### config.mk
export PLATFORM = sky130hd
export DESIGN_NAME = keypad_scanner
export DESIGN_NICKNAME = d
export VERILOG_FILES = /design/src/rtl/keypad_pkg.sv /design/src/rtl/sync_2ff.sv /design/src/rtl/keypad_scanner.sv
export SDC_FILE = /design/constraint.sdc
export NUM_CORES = 1
export LEC_CHECK = 0
export BUFFER_PORTS_ARGS = -buffer_cell sky130_fd_sc_hd__buf_2
export CORE_ASPECT_RATIO = 0.5
export CORE_MARGIN = 10
export CORE_UTILIZATION = 40
export DETAILED_ROUTE_END_ITERATION = 12
export SKIP_CTS_REPAIR_TIMING = 1
export SLEW_MARGIN = 20
export SYNTH_ARGS = -nofsm -noshare
export SYNTH_HDL_FRONTEND = slang
export SYNTH_HIERARCHICAL = 1
export SYNTH_SLANG_ARGS = --single-unit
### constraint.sdc
create_clock -name clk -period 5.4 [get_ports clk]
set_clock_uncertainty 0.15 [all_clocks]
set_input_delay 0.81 -clock clk [delete_from_list [all_inputs] [get_ports clk]]
set_output_delay 0.81 -clock clk [all_outputs]
set_load 0.005 [all_outputs]
### src/rtl/keypad_pkg.sv
// Shared types and constants for the 4x4 matrix keypad scanner.
package keypad_pkg;

    // Matrix geometry.
    localparam int COLS = 4;
    localparam int ROWS = 4;

    // Width of a scan result: bit 4 flags "no key", bits 3:0 carry col*4 + row.
    localparam int RESULT_W = 5;

    // Scan result meaning "no key seen during the whole scan".
    localparam logic [RESULT_W-1:0] NONE = 5'h10;

    // Debounce / acceptance state machine.
    typedef enum logic [1:0] {
        ST_IDLE     = 2'd0,
        ST_DEBOUNCE = 2'd1,
        ST_PRESSED  = 2'd2,
        ST_RELEASE  = 2'd3
    } state_t;

    // True when a scan result carries no key.
    function automatic logic is_none(input logic [RESULT_W-1:0] result);
        return result[RESULT_W-1];
    endfunction

    // Build a scan result from a column index and a row index.
    function automatic logic [RESULT_W-1:0] make_code(input logic [1:0] col,
                                                      input logic [1:0] row);
        return {1'b0, col, row};
    endfunction

endpackage

### src/rtl/sync_2ff.sv
// Two-flop synchronizer for a bus of independent, slowly changing levels.
// Resets to all ones because the keypad rows idle high through pull-ups.
module sync_2ff #(
    parameter int WIDTH = 4
) (
    input  logic             clk,
    input  logic             rst,
    input  logic [WIDTH-1:0] d,
    output logic [WIDTH-1:0] q
);

    logic [WIDTH-1:0] meta;

    // First flop may go metastable; second flop gives it a full cycle to settle.
    always_ff @(posedge clk) begin
        if (rst) begin
            meta <= '1;
            q    <= '1;
        end else begin
            meta <= d;
            q    <= meta;
        end
    end

endmodule

### src/rtl/keypad_scanner.sv
// 4x4 matrix keypad scanner: walks one active-low column at a time, samples
// the synchronized rows at the end of each column dwell, reduces each full
// scan to the lowest pressed code, and debounces press and release over
// DB_SCANS consecutive identical scans.
//
// Handshake note: there is no backpressure. key_valid and key_release are
// single-cycle strobes that appear in the cycle after the deciding scan end;
// key_held is a level between them and key_code is stable whenever
// key_valid is high and keeps its value after release.
module keypad_scanner
    import keypad_pkg::*;
#(
    parameter int SCAN_TICKS = 50000,
    parameter int DB_SCANS   = 20
) (
    input  logic       clk,
    input  logic       rst,
    input  logic [3:0] row_in,
    output logic [3:0] col_out,
    output logic [3:0] key_code,
    output logic       key_valid,
    output logic       key_held,
    output logic       key_release
);

    // Dwell counter sized to hold SCAN_TICKS-1.
    localparam int DW = (SCAN_TICKS > 2) ? $clog2(SCAN_TICKS) : 1;
    localparam logic [DW-1:0] DWELL_LAST = DW'(SCAN_TICKS - 1);
    localparam logic [7:0]    DB_LIMIT   = 8'(DB_SCANS);

    // ------------------------------------------------------------------
    // Row synchronizer
    // ------------------------------------------------------------------
    logic [ROWS-1:0] row_sync;

    sync_2ff #(
        .WIDTH (ROWS)
    ) u_row_sync (
        .clk (clk),
        .rst (rst),
        .d   (row_in),
        .q   (row_sync)
    );

    // ------------------------------------------------------------------
    // Column scan timer
    // ------------------------------------------------------------------
    logic [DW-1:0] dwell;
    logic [1:0]    col;
    logic          dwell_end;
    logic          scan_end;

    assign dwell_end = (dwell == DWELL_LAST);
    assign scan_end  = dwell_end && (col == 2'd3);

    // Dwell counter wraps at SCAN_TICKS-1 and steps the column on the wrap.
    always_ff @(posedge clk) begin
        if (rst) begin
            dwell <= '0;
            col   <= 2'd0;
        end else if (dwell_end) begin
            dwell <= '0;
            col   <= col + 2'd1;
        end else begin
            dwell <= dwell + DW'(1);
        end
    end

    // Drive exactly one column low: the current column index.
    always_comb begin
        col_out = ~(4'b0001 << col);
    end

    // ------------------------------------------------------------------
    // Per-scan reduction to the lowest pressed code
    // ------------------------------------------------------------------
    logic [RESULT_W-1:0] col_hit;     // lowest pressed key in the current column
    logic [RESULT_W-1:0] scan_best;   // lowest key seen so far in this scan
    logic [RESULT_W-1:0] scan_result; // best including the current column

    // Lowest pressed row wins inside a column (scan high to low, last write wins).
    always_comb begin
        col_hit = NONE;
        for (int r = ROWS - 1; r >= 0; r--) begin
            if (!row_sync[r]) begin
                col_hit = make_code(col, 2'(r));
            end
        end
    end

    // Columns are visited in ascending order, so the first hit of a scan is
    // always the lowest code; later columns only fill in when nothing was seen.
    always_comb begin
        scan_result = is_none(scan_best) ? col_hit : scan_best;
    end

    // Accumulate across columns; start fresh after the last column.
    always_ff @(posedge clk) begin
        if (rst) begin
            scan_best <= NONE;
        end else if (dwell_end) begin
            scan_best <= (col == 2'd3) ? NONE : scan_result;
        end
    end

    // ------------------------------------------------------------------
    // Debounce FSM
    // ------------------------------------------------------------------
    state_t     state;
    state_t     state_n;
    logic [7:0] cnt;
    logic [7:0] cnt_n;
    logic [7:0] cnt_inc;
    logic [3:0] cand;
    logic [3:0] cand_n;
    logic [3:0] code_n;
    logic       held_n;
    logic       valid_n;
    logic       release_n;

    // Scan counter saturates rather than wrapping.
    assign cnt_inc = (cnt == 8'hFF) ? cnt : cnt + 8'd1;

    // State register plus registered outputs, updated from the next-state logic.
    always_ff @(posedge clk) begin
        if (rst) begin
            state       <= ST_IDLE;
            cnt         <= 8'd0;
            cand        <= 4'd0;
            key_code    <= 4'd0;
            key_held    <= 1'b0;
            key_valid   <= 1'b0;
            key_release <= 1'b0;
        end else begin
            state       <= state_n;
            cnt         <= cnt_n;
            cand        <= cand_n;
            key_code    <= code_n;
            key_held    <= held_n;
            key_valid   <= valid_n;
            key_release <= release_n;
        end
    end

    // Next-state and output decisions, taken only at the end of a full scan.
    always_comb begin
        state_n   = state;
        cnt_n     = cnt;
        cand_n    = cand;
        code_n    = key_code;
        held_n    = key_held;
        valid_n   = 1'b0;
        release_n = 1'b0;

        if (scan_end) begin
            case (state)
                ST_IDLE: begin
                    if (!is_none(scan_result)) begin
                        cand_n = scan_result[3:0];
                        cnt_n  = 8'd1;
                        if (DB_LIMIT <= 8'd1) begin
                            state_n = ST_PRESSED;
                            code_n  = scan_result[3:0];
                            held_n  = 1'b1;
                            valid_n = 1'b1;
                        end else begin
                            state_n = ST_DEBOUNCE;
                        end
                    end else begin
                        cnt_n = 8'd0;
                    end
                end

                ST_DEBOUNCE: begin
                    if (scan_result == {1'b0, cand}) begin
                        cnt_n = cnt_inc;
                        if (cnt_inc >= DB_LIMIT) begin
                            state_n = ST_PRESSED;
                            code_n  = cand;
                            held_n  = 1'b1;
                            valid_n = 1'b1;
                        end
                    end else begin
                        // A different key or an empty scan abandons the candidate.
                        state_n = ST_IDLE;
                        cnt_n   = 8'd0;
                    end
                end

                ST_PRESSED: begin
                    // Any key keeps the press alive; only an empty scan starts release.
                    if (is_none(scan_result)) begin
                        cnt_n = 8'd1;
                        if (DB_LIMIT <= 8'd1) begin
                            state_n   = ST_IDLE;
                            cnt_n     = 8'd0;
                            held_n    = 1'b0;
                            release_n = 1'b1;
                        end else begin
                            state_n = ST_RELEASE;
                        end
                    end
                end

                ST_RELEASE: begin
                    if (is_none(scan_result)) begin
                        cnt_n = cnt_inc;
                        if (cnt_inc >= DB_LIMIT) begin
                            state_n   = ST_IDLE;
                            cnt_n     = 8'd0;
                            held_n    = 1'b0;
                            release_n = 1'b1;
                        end
                    end else begin
                        // Re-contact: the original press is still in force.
                        state_n = ST_PRESSED;
                        cnt_n   = 8'd0;
                    end
                end

                default: begin
                    state_n = ST_IDLE;
                    cnt_n   = 8'd0;
                end
            endcase
        end
    end

    // ------------------------------------------------------------------
    // Protocol properties
    // ------------------------------------------------------------------

    // Press and release strobes are mutually exclusive.
    a_strobes_exclusive: assert property (@(posedge clk) disable iff (rst)
        !(key_valid && key_release));

    // Each strobe lasts exactly one cycle.
    a_valid_single: assert property (@(posedge clk) disable iff (rst)
        key_valid |=> !key_valid);
    a_release_single: assert property (@(posedge clk) disable iff (rst)
        key_release |=> !key_release);

    // Exactly one column is driven low at any time.
    a_col_onehot: assert property (@(posedge clk)
        $onehot(~col_out));

endmodule

-- Word-level counts from Yosys, hierarchy flattened
Cells that the tools add are included.
Widths: inputs -> output; s select.
- bits in registers: 52
- latch bits: 0
- memory bits (writable): 0
- ROM bits: 0
- bits of input ports: 6
- output and inout bits: 11
- word-level logic and storage cells: 75
- memories kept: 0
- add/subtract/negate cells: 3
- multiply operators: 0
- divide/modulo/power cells: 0
- $lt $le $gt $ge: 1
- eq/ne operators: 15
- shifts and indexed selects: 1
- muxes and demuxes: 26
- bitwise operators: 6
- reductions and logical operators: 11
- operators by type and width (operator ; number):
    $mux 8 ; 5
    $pmux 8 s4 ; 1
    $mux 5 ; 6
    $add 16x1->16 const B ; 1
    $eq 16x16->1 const B ; 1
    $mux 2 ; 6
    $ne 2x2->1 const B ; 6
    $add 8x1->8 const B ; 1
    $eq 8x8->1 const B ; 1
    $ge 8x5->1 const B ; 1
    $pmux 2 s4 ; 1
    $reduce_or 4->1 ; 2
    $eq 2x2->1 const B ; 3
    $mux 1 ; 6
    $ne 3x3->1 const B ; 2
    $reduce_and 6->1 ; 1
    $eq 5x4->1 ; 1
    $not 1->1 ; 5
    $reduce_and 5->1 ; 1
    $not 4->4 ; 1
    $reduce_and 4->1 ; 1
    $shl 1x2->4 const A ; 1
    $reduce_and 3->1 ; 1
    $add 2x1->2 const B ; 1
    7 further kinds ; 7

-- Longest topological paths before layout
- depth in word-level cells: 8
- gate-level depth with buffers: 8
- gate-level depth less buffers: 7

-- By module
The synthesis kept the hierarchy.
- by module, submodules not included (module ; instances ; cells an instance ; area each (um^2) ; seq. area each (um^2)):
    keypad_scanner ; 1 ; 292 ; 2376.0 ; 880.8
    sync_2ff ; 1 ; 16 ; 210.2 ; 160.2

-- Worst setup path after synthesis
No wires, ideal clock.
- path kind: register to register
- start point: register dwell[11]
- end point: register cnt[0]
- setup time: 92 ps
- data arrival time: 2165 ps
- required time: 5158 ps
- path slack: 2993 ps
- cell stages (with the launch flop): 7
- buffers on the path: 0
- clock period less this slack: 2407 ps
- path through: dfxtp_1 > or4b_4 > or4_4 > nor3_2 > a21oi_1 > or4_1 > o32ai_1
- longest elaborated chain between the ends: 3
- ends and longest elaborated chain (what ; line ; source):
    start: declaration ; keypad_scanner.sv:48 ; logic [DW-1:0] dwell;
    start signal: assignment ; keypad_scanner.sv:65 ; dwell <= dwell + DW'(1);
    $eq 16x16->1 ; keypad_scanner.sv:53 ; assign dwell_end = (dwell == DWELL_LAST);
    $logic_and 1x1->1 ; keypad_scanner.sv:54 ; assign scan_end = dwell_end && (col == 2'd3);
    $reduce_and 2->1 (no source line) ; n/a ;
    end signal: assignment ; keypad_scanner.sv:136 ; cnt <= cnt_n;
    end: declaration ; keypad_scanner.sv:111 ; logic [7:0] cnt;
Every way passes these cells.
A chain may end at the register's enable or synchronous reset.

-- Final worst setup path
- start point: register dwell[11]
- end point: register cnt[3]
The elaborated chain is that of the path after synthesis.

==> metrics.md <==
| Metric | Value |
|---|---|
| Total Power | 760 µW |
| Clock sinks | 52 |
| Outcome | completed |
| Die height | 76.9 µm |
| IO buf count | 16 |
| Final hold violation count | 0 |
| Largest net degree at the start of global routing | 45 |
| Final setup viols | 0 |
| CTS tree | done |
| Initial core utilization | 0.420 |
| Met1 Use GR | 0.141 |
| Synth area leaders | dfxtp_1 40%, a21oi_1 5.2%, nand2_1 4.6% |
| Fillers | 634 |
| Placer Congestion | 0.783 |
| Final Util | 0.465 |
| Final WL | 5440 µm |
| Synthesis-to-layout area growth | 10.8% |
| CP max stage delay | 0.57 ns |
| Vias in the first global route | 2038 |
| Total grt overflow | 0 |
| CP Max Fanout | 6 |
| Final period util | 0.498 |
| Crit path max-delay family | simple AND/OR/NAND/NOR gates |
| FF+latch count, synth | 52 |
| Clock latency at the later pin of the worst-skew pair | 0.29 ns |
| Core area | 0.00616 mm² |
| Die Span X | 134 µm |
| Area leader, netlist | dfxtp_1 |
| Max clock buf depth | 2 |
| Post-Place Setup Slack | 2.72 ns |
| Grt met2 use | 0.170 |
| Cells after Synth | 308 |
| Crit path DAT | 2.73 ns |
| Antenna violations before repair | 0 |
| Syn Nets | 320 |
| Vias | 2173 |
| Max cap viols | 0 |
| Worst setup path category | register to register |
| PD cells | 265 mW/mm² |
| Synth top area share | 0.403 |
| Yosys warning total | 6 |
| Total CTS buffers | 5 |
| Max VDD drop | 0.0913 mV |
| Library cells used by synthesis | 52 |
| Residual DRC count | 0 |
| Worst Setup Start Kind | register |
| IO Pins | 17 |
| Number of detailed-routing iterations run before antenna repair | 5 |
| Drt wl/cell | 13.4 µm |
| Synth Cell Area | 0.00259 mm² |
| First-pass GRT wire length | 9550 µm |
| CP endpoint kind | register |
| Setup ws final | 2.71 ns |
| Min Tclk post-route | 2.69 ns |
| Crit-path cells | or4b_4 > or2_1 > nor3_2 > nand2_1 > o32a_1 > o41ai_2 |
| HP Class | register to register |
| Iter 0 DRT Violations | 126 |
| Rows | 20 |
| Post-DP HPWL | 3830 µm |
| Root Driver | clkbuf_16 |
| RSZ-0062 raised after global routing | false |
| Most Crowded Layer GR | met2 |
| Most frequent cells in the layout | 52 x dfxtp_1, 32 x nand2_1, 32 x nor2_1, 27 x a21oi_1, 16 x buf_2 |
| Register area share after synthesis | 0.403 |
| CTS HTree Levels | 2 |
| Ys async rst share | 0 |
| Final slew viol count | 0 |
| Slew @ Worst Pin | 0.905 ns |
| ANT nets after route | 0 |
| Fin nets | 330 |
| Worst path bufs/invs | 0 |
| Post-synth EDFFs | 0 |
| Number of diodes | 0 |
| Most common cell after layout, fill and taps aside | dfxtp_1 |
| Slowest CP cell | or4b_4 |
| Total track usage | 0.109 |
| Most used DFF post-synth | dfxtp_1 |
| Met3 global-route usage | 0.0319 |
| Worst relative slew slack | 0.391 |
| Layout cell share with drive strength beyond 1 | 0.123 |
| Vias per cell | 5.37 |
| TNS Setup | 0 ns |
| Synth Area per Inst | 8.40 µm² |
| Reg clk slew, reported paths | 0.06 ns |
| DIE AREA | 0.0103 mm² |
| Top achievable clock speed | 372 MHz |
| LEAKAGE | 0.000969 µW |
| Req. time, crit path | 5.45 ns |
| Hold Slack | 0.256 ns |
==> metal layers <==
| layer | wire length, µm | up-vias | share of wire |
|---|---|---|---|
| met3 | 235 | 6 | 0.043 |
| met5 | 0 | - | 0 |
| li1 | - | 1108 | - |
| met4 | 57 | 0 | 0.010 |
| met1 | 2650 | 1022 | 0.49 |
| met2 | 2500 | 37 | 0.46 |
==> through the flow <==
step / area [µm²] / instances
2_1_floorplan: 2590 / 308
3_3_place_gp: 2710 / 399
3_5_place_dp: 2710 / 399
4_1_cts: 2870 / 405
5_1_grt: 2870 / 405
6_report: 2870 / 405
==> report_power, final <==
part / internal [µW] / total [µW] / leakage (µW) / switching [µW]
sequential: 388 / 391 / 0.000421 / 2.63
clock: 213 / 346 / 0.0000757 / 133
combinational: 7.86 / 23.1 / 0.000472 / 15.3
==> registers in the layout, indices dropped and copies added (netlist names) <==
signal / count
scan_best: 5
key_valid: 1
state: 2
key_release: 1
dwell: 16
u_row_sync/q: 4
cnt: 8
key_code: 4
key_held: 1
cand: 4
col: 2
u_row_sync/meta: 4
==> worst register-to-register path: cells and delay by family, from the launching register on <==
family / cells / cell delay (ns)
flops: 1 / 0.37
simple gates: 4 / 1.31
compound gates: 2 / 0.76
==> Yosys cell counts (all sizes together) (3+ instances only) <==
library cell and n:
a21oi 27, a31oi 3, and2 4, buf 7, clkbuf 6, dfxtp 52, ha 6, inv 11
mux2i 5, nand2 32, nand2b 4, nand3 10, nand4 7, nor2 32, nor3 12, nor4 4
o21ai 12, o32ai 4, o41ai 3, or2 14, or3 6, or3b 3, or4 3, xnor2 9
xor2 7
==> path summary, 6_finish.rpt <==
check                          endpoint  slack (ns)  cells after the start                     startpoint
max                 cnt[3]$_SDFFE_PP0P_        2.71                      6           dwell[11]$_SDFF_PP0_
min          u_row_sync/q[3]$_SDFF_PP1_        0.26                      1  u_row_sync/meta[3]$_SDFF_PP1_
max reg2reg         cnt[3]$_SDFFE_PP0P_        2.71                      6           dwell[11]$_SDFF_PP0_
min reg2reg  u_row_sync/q[3]$_SDFF_PP1_        0.26                      1  u_row_sync/meta[3]$_SDFF_PP1_
==> area by class of cell <==
| type | instances | area [µm²] | area share |
|---|---|---|---|
| clock buffer | 5 | 125 | 0.0437 |
| timing repair buffer | 16 | 80.1 | 0.0279 |
| clock inverter | 1 | 30.0 | 0.0105 |
| tap | 88 | 110 | 0.0384 |
| multi-input combinational | 232 | 1440 | 0.502 |
| inverter | 11 | 41.3 | 0.0144 |
| sequential | 52 | 1040 | 0.363 |
==> cells by family after synthesis <==
family,Yosys count,synth area share
simple gates,141,0.291
buf+inv,24,0.0416
xor+xnor,16,0.0542
flops,52,0.403
compound gates,64,0.162
mux,5,0.0194
fa+ha+maj,6,0.0290
(Power assumes the default switching activity.)
